===== config.mk =====
export PLATFORM = sky130hd
export DESIGN_NAME = lcd_img_win_ctrl
export DESIGN_NICKNAME = d
export VERILOG_FILES = /design/src/rtl/lcd_img_win_ctrl.sv
export SDC_FILE = /design/constraint.sdc
export NUM_CORES = 1
export LEC_CHECK = 0
export ABC_AREA = 1
export ABC_CLOCK_PERIOD_IN_PS = 4900
export CORE_MARGIN = 2
export CORE_UTILIZATION = 25
export DETAILED_ROUTE_END_ITERATION = 12
export HOLD_SLACK_MARGIN = 0.06
export PLACE_DENSITY = 0.38
export SKIP_LAST_GASP = 1
export SLEW_MARGIN = 15
export SYNTH_ARGS = -nofsm -noshare
export SYNTH_HDL_FRONTEND = slang
export SYNTH_SLANG_ARGS = --single-unit

===== constraint.sdc =====
create_clock -name clk -period 4.9 [get_ports clk]
set_clock_uncertainty 0.15 [all_clocks]
set_input_delay 0.98 -clock clk [delete_from_list [all_inputs] [get_ports clk]]
set_output_delay 0.98 -clock clk [all_outputs]
set_load 0.03 [all_outputs]

===== src/rtl/lcd_img_win_ctrl.sv =====
// Image-window controller: loads an IMG x IMG frame, then streams a WIN x WIN
// window (fit-subsampled or 1:1 crop, with pan and mirror) after every command.
module lcd_img_win_ctrl #(
    parameter int DW      = 8,
    parameter int IMG_LOG = 3,
    parameter int WIN_LOG = 2
) (
    input  logic          clk,
    input  logic          reset,
    input  logic [3:0]    cmd,
    input  logic          cmd_valid,
    input  logic [DW-1:0] datain,
    output logic [DW-1:0] dataout,
    output logic          output_valid,
    output logic          busy
);
    localparam int IMG = 1 << IMG_LOG;
    localparam int WIN = 1 << WIN_LOG;
    localparam int N   = IMG * IMG;
    localparam int WW  = WIN * WIN;
    localparam int AW  = 2 * IMG_LOG;
    localparam int SH  = IMG_LOG - WIN_LOG;

    localparam logic [IMG_LOG-1:0] OMAX = IMG_LOG'(IMG - WIN);
    localparam logic [IMG_LOG-1:0] OCTR = IMG_LOG'((IMG - WIN) / 2);
    localparam logic [AW-1:0] LAST_PIX  = AW'(N - 1);
    localparam logic [AW-1:0] LAST_BEAT = AW'(WW - 1);

    localparam logic [3:0] C_LOAD  = 4'd1;
    localparam logic [3:0] C_ZOOM  = 4'd2;
    localparam logic [3:0] C_FIT   = 4'd3;
    localparam logic [3:0] C_RIGHT = 4'd4;
    localparam logic [3:0] C_LEFT  = 4'd5;
    localparam logic [3:0] C_UP    = 4'd6;
    localparam logic [3:0] C_DOWN  = 4'd7;
    localparam logic [3:0] C_MIRH  = 4'd8;
    localparam logic [3:0] C_MIRV  = 4'd9;

    typedef enum logic [1:0] {S_IDLE, S_LOAD, S_CALC, S_OUT} state_t;

    state_t             state_q, state_d;
    logic [3:0]         cmd_q, cmd_d;
    logic [AW-1:0]      cnt_q, cnt_d;
    logic               busy_q, busy_d;
    logic               vld_q, vld_d;
    logic [DW-1:0]      dout_q, dout_d;
    logic               zoom_q, zoom_d;
    logic               mh_q, mh_d;
    logic               mv_q, mv_d;
    logic [IMG_LOG-1:0] ox_q, ox_d;
    logic [IMG_LOG-1:0] oy_q, oy_d;

    logic [DW-1:0] mem [N];

    logic               accept;
    logic [WIN_LOG-1:0] bc, br, cc, rr;
    logic [IMG_LOG-1:0] px, py;
    logic [AW-1:0]      rd_addr;

    assign accept = cmd_valid && !busy_q && (state_q == S_IDLE);

    // WIN-1-c is the bitwise complement within a WIN_LOG-bit field
    assign bc = cnt_q[WIN_LOG-1:0];
    assign br = cnt_q[2*WIN_LOG-1:WIN_LOG];
    assign cc = mh_q ? ~bc : bc;
    assign rr = mv_q ? ~br : br;
    assign px = zoom_q ? (ox_q + IMG_LOG'(cc)) : {cc, {SH{1'b0}}};
    assign py = zoom_q ? (oy_q + IMG_LOG'(rr)) : {rr, {SH{1'b0}}};
    assign rd_addr = {py, px};

    always_ff @(posedge clk) begin
        if (state_q == S_LOAD) mem[cnt_q] <= datain;
    end

    always_ff @(posedge clk or posedge reset) begin
        if (reset) begin
            state_q <= S_IDLE;
            cmd_q   <= '0;
            cnt_q   <= '0;
            busy_q  <= 1'b0;
            vld_q   <= 1'b0;
            dout_q  <= '0;
            zoom_q  <= 1'b0;
            mh_q    <= 1'b0;
            mv_q    <= 1'b0;
            ox_q    <= OCTR;
            oy_q    <= OCTR;
        end else begin
            state_q <= state_d;
            cmd_q   <= cmd_d;
            cnt_q   <= cnt_d;
            busy_q  <= busy_d;
            vld_q   <= vld_d;
            dout_q  <= dout_d;
            zoom_q  <= zoom_d;
            mh_q    <= mh_d;
            mv_q    <= mv_d;
            ox_q    <= ox_d;
            oy_q    <= oy_d;
        end
    end

    always_comb begin
        state_d = state_q;
        cmd_d   = cmd_q;
        cnt_d   = cnt_q;
        busy_d  = 1'b1;
        vld_d   = 1'b0;
        dout_d  = dout_q;
        zoom_d  = zoom_q;
        mh_d    = mh_q;
        mv_d    = mv_q;
        ox_d    = ox_q;
        oy_d    = oy_q;
        case (state_q)
            S_IDLE: begin
                busy_d = 1'b0;
                cnt_d  = '0;
                if (accept) begin
                    busy_d  = 1'b1;
                    cmd_d   = cmd;
                    state_d = (cmd == C_LOAD) ? S_LOAD : S_CALC;
                end
            end
            S_LOAD: begin
                cnt_d = cnt_q + 1'b1;
                if (cnt_q == LAST_PIX) begin
                    cnt_d   = '0;
                    state_d = S_OUT;
                    zoom_d  = 1'b0;
                    mh_d    = 1'b0;
                    mv_d    = 1'b0;
                    ox_d    = OCTR;
                    oy_d    = OCTR;
                end
            end
            S_CALC: begin
                cnt_d   = '0;
                state_d = S_OUT;
                case (cmd_q)
                    C_ZOOM: begin
                        zoom_d = 1'b1;
                        ox_d   = OCTR;
                        oy_d   = OCTR;
                    end
                    C_FIT:   zoom_d = 1'b0;
                    C_RIGHT: if (zoom_q && ox_q < OMAX) ox_d = ox_q + 1'b1;
                    C_LEFT:  if (zoom_q && ox_q != '0) ox_d = ox_q - 1'b1;
                    C_UP:    if (zoom_q && oy_q != '0) oy_d = oy_q - 1'b1;
                    C_DOWN:  if (zoom_q && oy_q < OMAX) oy_d = oy_q + 1'b1;
                    C_MIRH:  mh_d = ~mh_q;
                    C_MIRV:  mv_d = ~mv_q;
                    default: ;
                endcase
            end
            S_OUT: begin
                vld_d  = 1'b1;
                dout_d = mem[rd_addr];
                cnt_d  = cnt_q + 1'b1;
                if (cnt_q == LAST_BEAT) state_d = S_IDLE;
            end
            default: state_d = S_IDLE;
        endcase
    end

    assign dataout      = dout_q;
    assign output_valid = vld_q;
    assign busy         = busy_q;
endmodule


Word-level counts from Yosys, hierarchy flattened

Memories as Yosys holds them, arrays and structs flattened. A register that Yosys moved wholly into a read port is not among the register bits.
Cells that the tools add are included.

Shift-type cells: 0
Order comparisons: 2
Equality and inequality tests: 26
Multipliers: 0
Bitwise logic cells: 4
Muxes and demuxes: 32
Add/subtract/negate cells: 7
Divide/modulo/power cells: 0
Reduce and logical (&&, ||, !) cells: 19

Operator list:

| kind                | count |
|---|---|
| $mux 3              | 7 |
| $pmux 3 s3          | 2 |
| $pmux 6 s3          | 1 |
| $eq 4x3->1 const B  | 4 |
| $mux 2              | 6 |
| $ne 3x3->1 const B  | 4 |
| $pmux 3 s2          | 2 |
| $reduce_and 3->1    | 4 |
| $reduce_and 5->1    | 2 |
| $eq 4x2->1 const B  | 2 |
| $eq 4x4->1 const B  | 2 |
| $mux 1              | 8 |
| $pmux 1 s2          | 4 |
| $pmux 2 s4          | 1 |
| $add 3x1->3 const B | 2 |
| $add 3x2->3         | 2 |
| $add 6x1->6 const B | 1 |
| $eq 6x4->1 const B  | 1 |
| $eq 6x6->1 const B  | 1 |
| $logic_and 1x1->1   | 6 |
| $lt 3x3->1 const B  | 2 |
| $mux 6              | 1 |
| $ne 2x1->1 const B  | 3 |
| $reduce_bool 3->1   | 2 |
| 15 further kinds    | 20 |

ROM bits: 0
Word-level logic and storage cells: 101
Bits of input ports: 15
Bits in registers: 23
RAM bits: 512
Memories: 1
Latch bits: 0

Memories:

| name | depth | bits a word | read ports | clocked after Yosys merged registers in | wr ports | line | source |
|---|---|---|---|---|---|---|---|
| mem  | 64    | 8           | 1          | 1                                       | 1        | 53   | `logic [DW-1:0] mem [N];` |

Logic depth before layout (Yosys ltp)

Gate-level depths: netlist of the first run.

Depth in word-level cells: 5
Mapped depth: 20
Gate-level depth less buffers: 17

Least setup slack after synthesis of the first run

OpenSTA, ideal clock, no wires.

Kind: flip-flop to flip-flop
Start point: register cnt_q[0]
End point: register dout_q[2] (netlist: dataout[2]) (read register of mem)
Data arrival time: 2.447 ns
Library setup time: 0.118 ns
Required time: 4.632 ns
Setup slack: 2.185 ns
Period minus slack after synthesis: 2.715 ns
Cell stages (with the launch flop): 19
Path through: dfrtp_1 > buf_2 > inv_1 > nand2_1 > nand2_1 > ha_1 > fa_1 > or2_0 > buf_2 > nand2_2 > buf_6 > buf_6 > nand2_1 > nand3_1 > nand3_1 > nand3_1 > nand3_1 > nand3_1 > nand2_1

Word-level cells in the longest chain between the ends: 4

Ends and longest elaborated chain:

| what                   | line | source |
|---|---|---|
| from (decl)            | 43   | `logic [AW-1:0] cnt_q, cnt_d;` |
| from (signal assigned) | 91   | `cnt_q <= cnt_d;` |
| $not 2->2              | 65   | `assign cc = mh_q ? ~bc : bc;` |
| $mux 2 *               | 65   |  |
| $add 3x2->3            | 67   | `assign px = zoom_q ? (ox_q + IMG_LOG'(cc)) : {cc, {SH{1'b0}}};` |
| $mux 3 *               | 67   |  |
| to (decl)              | 46   | `logic [DW-1:0] dout_q, dout_d;` |

Every way passes the cells marked *; elsewhere a longest branch is shown, timed or not.
A chain may end at the register's enable or synchronous reset.

Worst setup path after layout of the first run

Start point: register cnt_q[0]
End point: register dout_q[3] (netlist: dataout[3]) (read register of mem)

The elaborated chain is that of the path after synthesis.

==> flow_summary_export.csv, run 1 <==
group,metric,value,unit
outcome,status,"completed",
synthesis,synth_edf_count,512,
global_routing,grt_max_degree,164,
synthesis,synth_fp_nets,2401,
placement,place_hpwl,46900,um
sta,period_share,0.813,
drt,drtIter0Drc,1446,
critical_path,crit_fanout,34,
synthesis,netlist.top_cell.by_area,"edfxtp_1",
sta,worst_pin_slew,1.09,ns
placement,dpl_cell_area,25500,um^2
synthesis,syn_area_per_cell,10.1,um^2
floorplanning,initial_core_util,0.253,
hold_path,hold_path_class,"reg2reg",
floorplanning,coreArea,95300,um^2
global_routing,antenna_found_initial,4,
synthesis,synth.top_cell.area_share,0.638,
critical_path,worst_r2r_path_depth,15,
drt,drt-total-wl,78500,um
synthesis,ys_types,33,
floorplanning,die_h,315,um
critical_path,crit_type,"reg2reg",
drt,drc,0,
power_and_ir_drop,p_sw_frac,0.428,
synthesis,synth_common_cells,"nand2_1, edfxtp_1, nand3_1",
global_routing,grt.total_usage,0.158,
floorplanning,rows,113,
synthesis,ys_ff_latch,543,
drt,wire_per_inst,21.4,um
sta,slew_headroom,0.270,
clocking,clock_latency,0.61,ns
power_and_ir_drop,powerDensity,629,nW/um^2
sta,period_needed,3.98,ns
global_routing,grt_overflow,0,
global_routing,grt_pass1_vias,16600,
drt,vias,16700,
floorplanning,die-area,98900,um^2
floorplanning,die_w,315,um
sta,hold_viol,0,
power_and_ir_drop,clkPwrFrac,0.293,
floorplanning,ios,25,
synthesis,syn_area,24100,um^2
synthesis,synth_seq_area_share,0.670,
placement,numPortBuffers,24,
run,drv_cap,0,
finish,fillers,9968,
sta,fin_setup_tns,0,ns
power_and_ir_drop,p_int,9980,uW
clocking,clock_sinks,543,
placement,place_congestion,0.838,
sta,fmax,0.251,GHz
finish,area_growth,15.1,%
drt,ant_nets,0,
power_and_ir_drop,seq_power_share,0.311,
clocking,tritoncts,"yes",
critical_path,crit_arrival,4.33,ns
sta,drv_slew,0,
power_and_ir_drop,p_leak,0.0109,uW
power_and_ir_drop,irDropWorstVdd,0.959,mV
critical_path,startpoint_type,"flip-flop",
synthesis,async_flop_share,0.0571,
clocking,ctsHoldBuffers,0,
synthesis,yosys-top-cells-area,"edfxtp_1, nand2_1, nand3_1",
finish,multiInputGateArea,6770,um^2
finish,nets,2382,
clocking,numCtsBuffers,67,
sta,rsz0062_at_grt,"no",
drt,via_per_inst,4.54,
finish,seq_area,16200,um^2
power_and_ir_drop,p_comb_frac,0.396,
drt,firstDrtPassIters,5,
synthesis,yosysWarnings,0,
synthesis,post-synth-top-count-cell,"nand2_1",
critical_path,cp.required,5.25,ns
synthesis,synth_flop_cell,"edfxtp_1",
clocking,clk_pin_slew,0.07,ns
finish,antenna_cells,0,
critical_path,crit_path_end_kind,"flip-flop",
hold_path,hold_path_depth,2,
global_routing,grt_pass1_wl,115000,um
clocking,clockRootBuffer,"clkbuf_16",
clocking,cts_max_level,3,
finish,fin_area,27700,um^2
power_and_ir_drop,p_switching,7470,uW
clocking,clockBufferDepth,3,
synthesis,syn_inst,2375,
clocking,cts_resized,0,
sta,setup_viol,0,
finish,drive_above_1_share,0.0639,
clocking,post_cts_buffers,0,
-- final timing paths --
path                                       from                     end  slack (ns)
min in group asynchronous                 reset    cmd_q[2]$_DFFE_PP0P_        0.64
min reg2reg                cmd_q[2]$_DFFE_PP0P_    cmd_q[2]$_DFFE_PP0P_        0.38
max reg2reg                  cnt_q[0]$_DFF_PP0_  dataout[3]$_DFFE_PP0P_        0.92
max in group asynchronous                 reset      zoom_q$_DFFE_PP0P_        3.58
min                        cmd_q[2]$_DFFE_PP0P_    cmd_q[2]$_DFFE_PP0P_        0.38
max                          cnt_q[0]$_DFF_PP0_  dataout[3]$_DFFE_PP0P_        0.92
-- power by group through the flow --
| stage | sequential, uW | combinational [uW] | clock (uW) |
|---|---|---|---|
| 2_1_floorplan | 5460 | 4420 | 0 |
| 3_3_place_gp | 5520 | 7050 | 0 |
| 3_5_place_dp | 5520 | 7020 | 0 |
| 4_1_cts | 5420 | 7050 | 5240 |
| 5_1_grt | 5440 | 7580 | 5400 |
| 6_report | 5420 | 6920 | 5110 |
-- critical path: stages, from the launching register on --
cell and delay (ns):
dfrtp_1 0.50, inv_1 0.11, nand2_1 0.11, nand2_1 0.09
ha_4 0.17, fa_1 0.49, or2_0 0.36, nand2_2 0.72
buf_4 0.49, nand2_1 0.09, nand3_1 0.08, nand3_1 0.10
nand3_1 0.13, nand3_1 0.10, nand3_1 0.09, nand2_1 0.07
-- final cells by class --
type                    count  share of cell area
clock buffers              80              0.0637
clock inverters            42              0.0174
inverters                 133              0.0180
multi-input cells        1557               0.244
flip-flops and latches    543               0.582
well taps                1265              0.0571
repair buffers             54              0.0176
-- flip-flops by register name, summed over array words and instances (netlist names) --
| register | cells |
|---|---|
| mem | 512 |
| dataout | 8 |
| cnt_q | 6 |
| cmd_q | 4 |
| ox_q | 3 |
| oy_q | 3 |
| state_q | 2 |
| busy | 1 |
| mh_q | 1 |
| mv_q | 1 |
| output_valid | 1 |
| zoom_q | 1 |
-- layout by cell type (no fill, tap or decap), types with 13 or more instances in the layout --
master           synthesis  final
buf_4                   14     25
clkbuf_16                0     68
clkdlybuf4s50_1          0     16
clkinv_1                 3     14
clkinv_2                 0     13
dfrtp_1                 29     28
edfxtp_1               512    512
inv_1                  128    127
nand2_1                883    882
nand3_1                475    475
nor2_1                 105    105
o21ai_0                 44     44
-- metrics by stage --
step / setup slack [ns] / instances / power (uW) / utilization / hold slack [ns]
6_report: 0.917 / 3674 / 17400 / 0.291 / 0.377
5_1_grt: 0.628 / 3674 / 18400 / 0.291 / 0.419
4_1_cts: 0.866 / 3674 / 17700 / 0.291 / 0.381
3_5_place_dp: 0.866 / 3552 / 12500 / 0.268 / 0.366
3_3_place_gp: 0.999 / 3552 / 12600 / 0.268 / 0.365
2_1_floorplan: 2.18 / 2375 / 9890 / - / 0.325
-- cells by family (layout without fill, tap and decap cells) --
group                    after synthesis  in the layout  share of synthesized area
AND/OR/NAND/NOR                     1477           1477                      0.256
XOR/XNOR                               7              7                    0.00254
flip-flops                           543            543                      0.670
adder cells (fa/ha/maj)               11             11                    0.00696
buffers and inverters                275            309                     0.0506
AO/OA/AOI/OAI                         62             62                     0.0135
-- metal layers --
metal	wire (um)	vias to the layer above	global-route usage	part of all wire
li1	-	7987	-	-
met1	37200	8228	0.224	0.47
met2	35400	346	0.247	0.45
met3	3850	102	0.0282	0.049
met4	1960	0	0.0429	0.025
met5	0	-	0	0
No activity file was read; power rests on OpenSTA's default activity.
==> run 2: changes to the inputs <==
Settings changed: ABC_CLOCK_PERIOD_IN_PS 4900 to 4100.
Clock period 4.9 ns to 4.1 ns, I/O delays scaled along.
==> run 2 against run 1 <==
Clock power grew 16%. Power increased by 19%. Utilization is 0.40 points higher. Critical path type unchanged. Setup slack lost 0.38 ns. Combinational power is 21% higher. First-iteration DRC count is 11% higher. Final cell count grew 1.5%. Wire length grew 1.4%. Via count up 2.7%.
==> flow_summary_export.csv, run 2 (same netlist as run 1, synthesis figures left out) <==
group,metric,value,unit
clocking,clockBufferDepth,3,
floorplanning,die_w,315,um
placement,place_ws,0.553,ns
floorplanning,die_h,315,um
sta,drv_slew,0,
clocking,clockRootBuffer,"clkbuf_16",
power_and_ir_drop,p_leak,0.0111,uW
placement,place_congestion,0.801,
floorplanning,ios,25,
outcome,status,"completed",
clocking,cts_resized,0,
clocking,clk_pin_slew,0.06,ns
finish,largest_register_ffs,512,
finish,area_growth,16.7,%
critical_path,crit_type,"reg2reg",
power_and_ir_drop,powerDensity,738,nW/um^2
critical_path,crit_arrival,3.90,ns
clocking,tritoncts,"yes",
drt,wire_per_inst,21.3,um
sta,period_needed,3.57,ns
drt,drtIter0Drc,1599,
sta,period_share,0.870,
sta,worst_pin_slew,1.16,ns
floorplanning,initial_core_util,0.253,
finish,nets,2433,
sta,fin_setup_tns,0,ns
clocking,clock_latency,0.61,ns
critical_path,crit_fanout,33,
critical_path,startpoint_type,"flip-flop",
placement,place_hpwl,48600,um
global_routing,grt_pass1_wl,118000,um
power_and_ir_drop,irDropWorstVdd,1.04,mV
global_routing,grt_pass1_vias,17000,
global_routing,grt_max_degree,163,
floorplanning,coreArea,95300,um^2
finish,layout_common_cells,"nand2_1, edfxtp_1, nand3_1",
critical_path,cp.required,4.44,ns
finish,final_common_cell,"nand2_1",
global_routing,grt.total_usage,0.161,
drt,drc,0,
global_routing,antenna_found_initial,1,
sta,setup_viol,0,
drt,vias,17100,
sta,hold_viol,0,
sta,slew_headroom,0.224,
clocking,cts_max_level,3,
hold_path,hold_path_depth,2,
sta,rsz0062_at_grt,"no",
clocking,numCtsBuffers,67,
sta,fmax,0.280,GHz
drt,ant_nets,0,
clocking,clock_sinks,543,
sta,setup_ws,0.534,ns
placement,numPortBuffers,24,
floorplanning,rows,113,
critical_path,crit_path_end_kind,"flip-flop",
floorplanning,die-area,98900,um^2
drt,via_per_inst,4.59,
clocking,ctsHoldBuffers,0,
finish,drive_above_1_share,0.0796,
drt,firstDrtPassIters,5,
finish,top_register,"mem",
run,drv_cap,0,
global_routing,grt_overflow,0,
clocking,post_cts_buffers,0,
critical_path,worst_r2r_path_depth,15,
drt,drt-total-wl,79600,um
hold_path,hold_path_class,"reg2reg",
[run 2: worst paths after layout]
path,startpoint,to,slack (ns)
max reg2reg,cnt_q[0]$_DFF_PP0_,dataout[3]$_DFFE_PP0P_,0.53
min reg2reg,cmd_q[2]$_DFFE_PP0P_,cmd_q[2]$_DFFE_PP0P_,0.36
max,cnt_q[0]$_DFF_PP0_,dataout[3]$_DFFE_PP0P_,0.53
min in group asynchronous,reset,busy$_DFF_PP0_,0.49
max in group asynchronous,reset,zoom_q$_DFFE_PP0P_,2.92
min,cmd_q[2]$_DFFE_PP0P_,cmd_q[2]$_DFFE_PP0P_,0.36
[run 2: layout make-up]
type | count | area, um^2
Inverter | 133 | 499
Clock inverter | 32 | 357
Sequential cell | 543 | 16200
Antenna cell | 1 | 2.50
Multi-Input combinational cell | 1557 | 6770
Timing Repair Buffer | 105 | 933
Clock buffer | 92 | 1820
Fill cell | 9949 | 67200
Tap cell | 1265 | 1580
[run 2: power by group]
part / switching [uW] / total, uW / internal, uW
registers: 199 / 6450 / 6250
logic: 6340 / 8380 / 2040
clock network: 2370 / 5940 / 3570
[run 2: layer usage]
layer	vias to the layer above	global-route usage	share of wire
met2	442	0.254	0.45
met3	97	0.0259	0.047
met5	-	0	0
met4	0	0.0434	0.024
li1	8091	-	-
met1	8480	0.229	0.47
[run 2: through the flow]
step / cell area, um^2 / cells / utilization / hold WS (ns) / total power [uW]
floorplan: 24100 / 2375 / - / 0.325 / 11800
global placement: 25900 / 3603 / 0.272 / 0.360 / 15100
detailed placement: 25900 / 3603 / 0.272 / 0.349 / 15100
CTS: 28100 / 3727 / 0.295 / 0.365 / 21100
global route: 28100 / 3727 / 0.295 / 0.436 / 22000
finish: 28100 / 3728 / 0.295 / 0.362 / 20800
[run 2: critical path, stage by stage, from the launching register on]
cell and delay, ns:
dfrtp_1 0.49, inv_1 0.11, nand2_1 0.11, nand2_1 0.09, ha_4 0.16, fa_1 0.48
or2_0 0.37, nand2_2 0.14, buf_4 0.38, nand2_1 0.10, nand3_1 0.16, nand3_1 0.20
nand3_1 0.21, nand3_1 0.11, nand3_1 0.10, nand2_1 0.06
==> run 3: changes to the inputs <==
Settings changed: CTS_BUF_LIST set to sky130_fd_sc_hd__clkbuf_16, SLEW_MARGIN 15 to unset.
==> run 3 against run 2 <==
Utilization about the same. First-iteration DRC count down 3.9%. Power down 0.37%. Highest routed layer unchanged.
==> flow_summary_export.csv, run 3 (same netlist as run 1, synthesis figures left out) <==
group,metric,value,unit
global_routing,grt_overflow,0,
drt,via_per_inst,4.59,
clocking,clockRootBuffer,"clkbuf_16",
critical_path,cp.required,4.44,ns
critical_path,crit_type,"reg2reg",
clocking,cts_max_level,3,
floorplanning,ios,25,
critical_path,crit_path_end_kind,"flip-flop",
clocking,cts_resized,0,
finish,layout_common_cells,"nand2_1, edfxtp_1, nand3_1",
global_routing,grt_max_degree,163,
drt,drt-total-wl,79600,um
sta,hold_viol,0,
sta,period_share,0.866,
finish,drive_above_1_share,0.0792,
placement,place_congestion,0.801,
clocking,post_cts_buffers,0,
clocking,clock_latency,0.61,ns
critical_path,path_cells,"inv_1 -> nand2_1 -> nand2_1 -> ha_4 -> fa_1 -> or2_0 -> nand2_2 -> buf_4 -> nand2_1 -> nand3_1 -> nand3_1 -> nand3_1 -> nand3_1 -> nand3_1 -> nand2_1",
sta,setup_ws,0.549,ns
floorplanning,die_w,315,um
sta,setup_viol,0,
sta,worst_pin_slew,1.17,ns
clocking,clk_pin_slew,0.06,ns
drt,drc,0,
floorplanning,coreArea,95300,um^2
sta,slew_headroom,0.217,
sta,rsz0062_at_grt,"no",
drt,wire_per_inst,21.4,um
global_routing,grt_pass1_vias,17000,
outcome,status,"completed",
placement,dpl.cell_count,3603,
critical_path,worst_r2r_path_depth,15,
critical_path,cpMaxStageDelayCell,"dfrtp_1",
drt,drtIter0Drc,1537,
drt,vias,17100,
global_routing,antenna_found_initial,1,
critical_path,startpoint_type,"flip-flop",
power_and_ir_drop,p_leak,0.0112,uW
drt,firstDrtPassIters,6,
sta,fin_setup_tns,0,ns
clocking,numCtsBuffers,67,
hold_path,hold_path_depth,2,
clocking,ctsHoldBuffers,0,
global_routing,grt_pass1_wl,118000,um
power_and_ir_drop,irDropWorstVdd,1.04,mV
critical_path,crit_fanout,33,
power_and_ir_drop,powerDensity,736,nW/um^2
finish,nets,2433,
floorplanning,die_h,315,um
critical_path,slowest_delay,0.48,ns
sta,fmax,0.282,GHz
global_routing,grt.total_usage,0.161,
run,drv_cap,0,
clocking,tritoncts,"yes",
finish,finish.utilization,0.295,
placement,numPortBuffers,24,
finish,final_common_cell,"nand2_1",
sta,drv_slew,0,
clocking,clock_sinks,543,
floorplanning,rows,113,
finish,largest_register_ffs,512,
finish,top_register,"mem",
power_and_ir_drop,p_total,20700,uW
hold_path,hold_path_class,"reg2reg",
critical_path,cp_common_cell,"nand3_1",
floorplanning,initial_core_util,0.253,
placement,place_hpwl,48600,um
clocking,clockBufferDepth,3,
sta,period_needed,3.55,ns
placement,place_ws,0.553,ns
finish,final_cells,3728,
floorplanning,die-area,98900,um^2
drt,ant_nets,0,
finish,area_growth,16.6,%
critical_path,crit_arrival,3.89,ns
[run 3: changes by cell type in the layout (fill, tap and decap cells not counted), sizes merged]
| cell | previous run | this run |
|---|---|---|
| clkinv | 22 | 23 |
| inv | 135 | 157 |
| clkbuf | 92 | 69 |
[run 3: area by class of cell]
type	instances	area, um^2
fillers	9950	67200
flip-flops and latches	543	16200
clock buffers	69	1730
multi-input cells	1557	6770
well taps	1265	1580
inverters	133	499
diodes	1	2.50
repair buffers	105	933
clock inverters	55	443
[run 3: critical path: cells and delay by family (launching register included)]
| family | cells | cell delay, ns |
|---|---|---|
| and+or+nand+nor | 11 | 1.64 |
| DFF | 1 | 0.48 |
| buffers and inverters | 2 | 0.49 |
| adders and majority gates | 2 | 0.64 |
[run 3: worst paths after layout]
check | startpoint | to | slack, ns
max | cnt_q[0]$_DFF_PP0_ | dataout[3]$_DFFE_PP0P_ | 0.55
max reg2reg | cnt_q[0]$_DFF_PP0_ | dataout[3]$_DFFE_PP0P_ | 0.55
min reg2reg | cmd_q[2]$_DFFE_PP0P_ | cmd_q[2]$_DFFE_PP0P_ | 0.36
max in group asynchronous | reset | zoom_q$_DFFE_PP0P_ | 2.92
min | cmd_q[2]$_DFFE_PP0P_ | cmd_q[2]$_DFFE_PP0P_ | 0.36
min in group asynchronous | reset | busy$_DFF_PP0_ | 0.49
[run 3: per-layer routing]
layer,GRT usage,routed length (um)
met3,0.0259,3850
met1,0.229,37600
met2,0.254,36200
met4,0.0434,1920
met5,0,0
[run 3: per-stage QoR]
stage | instance area [um^2] | hold WS [ns]
floorplan | 24100 | 0.325
global placement | 25900 | 0.360
detailed placement | 25900 | 0.349
CTS | 28100 | 0.365
global route | 28100 | 0.436
finish | 28100 | 0.362
[run 3: where the power goes]
part           internal, uW  switching, uW  total, uW
sequential             6250            196       6440
clock                  3500           2370       5870
combinational          2040           6340       8370
total                 11800           8910      20700
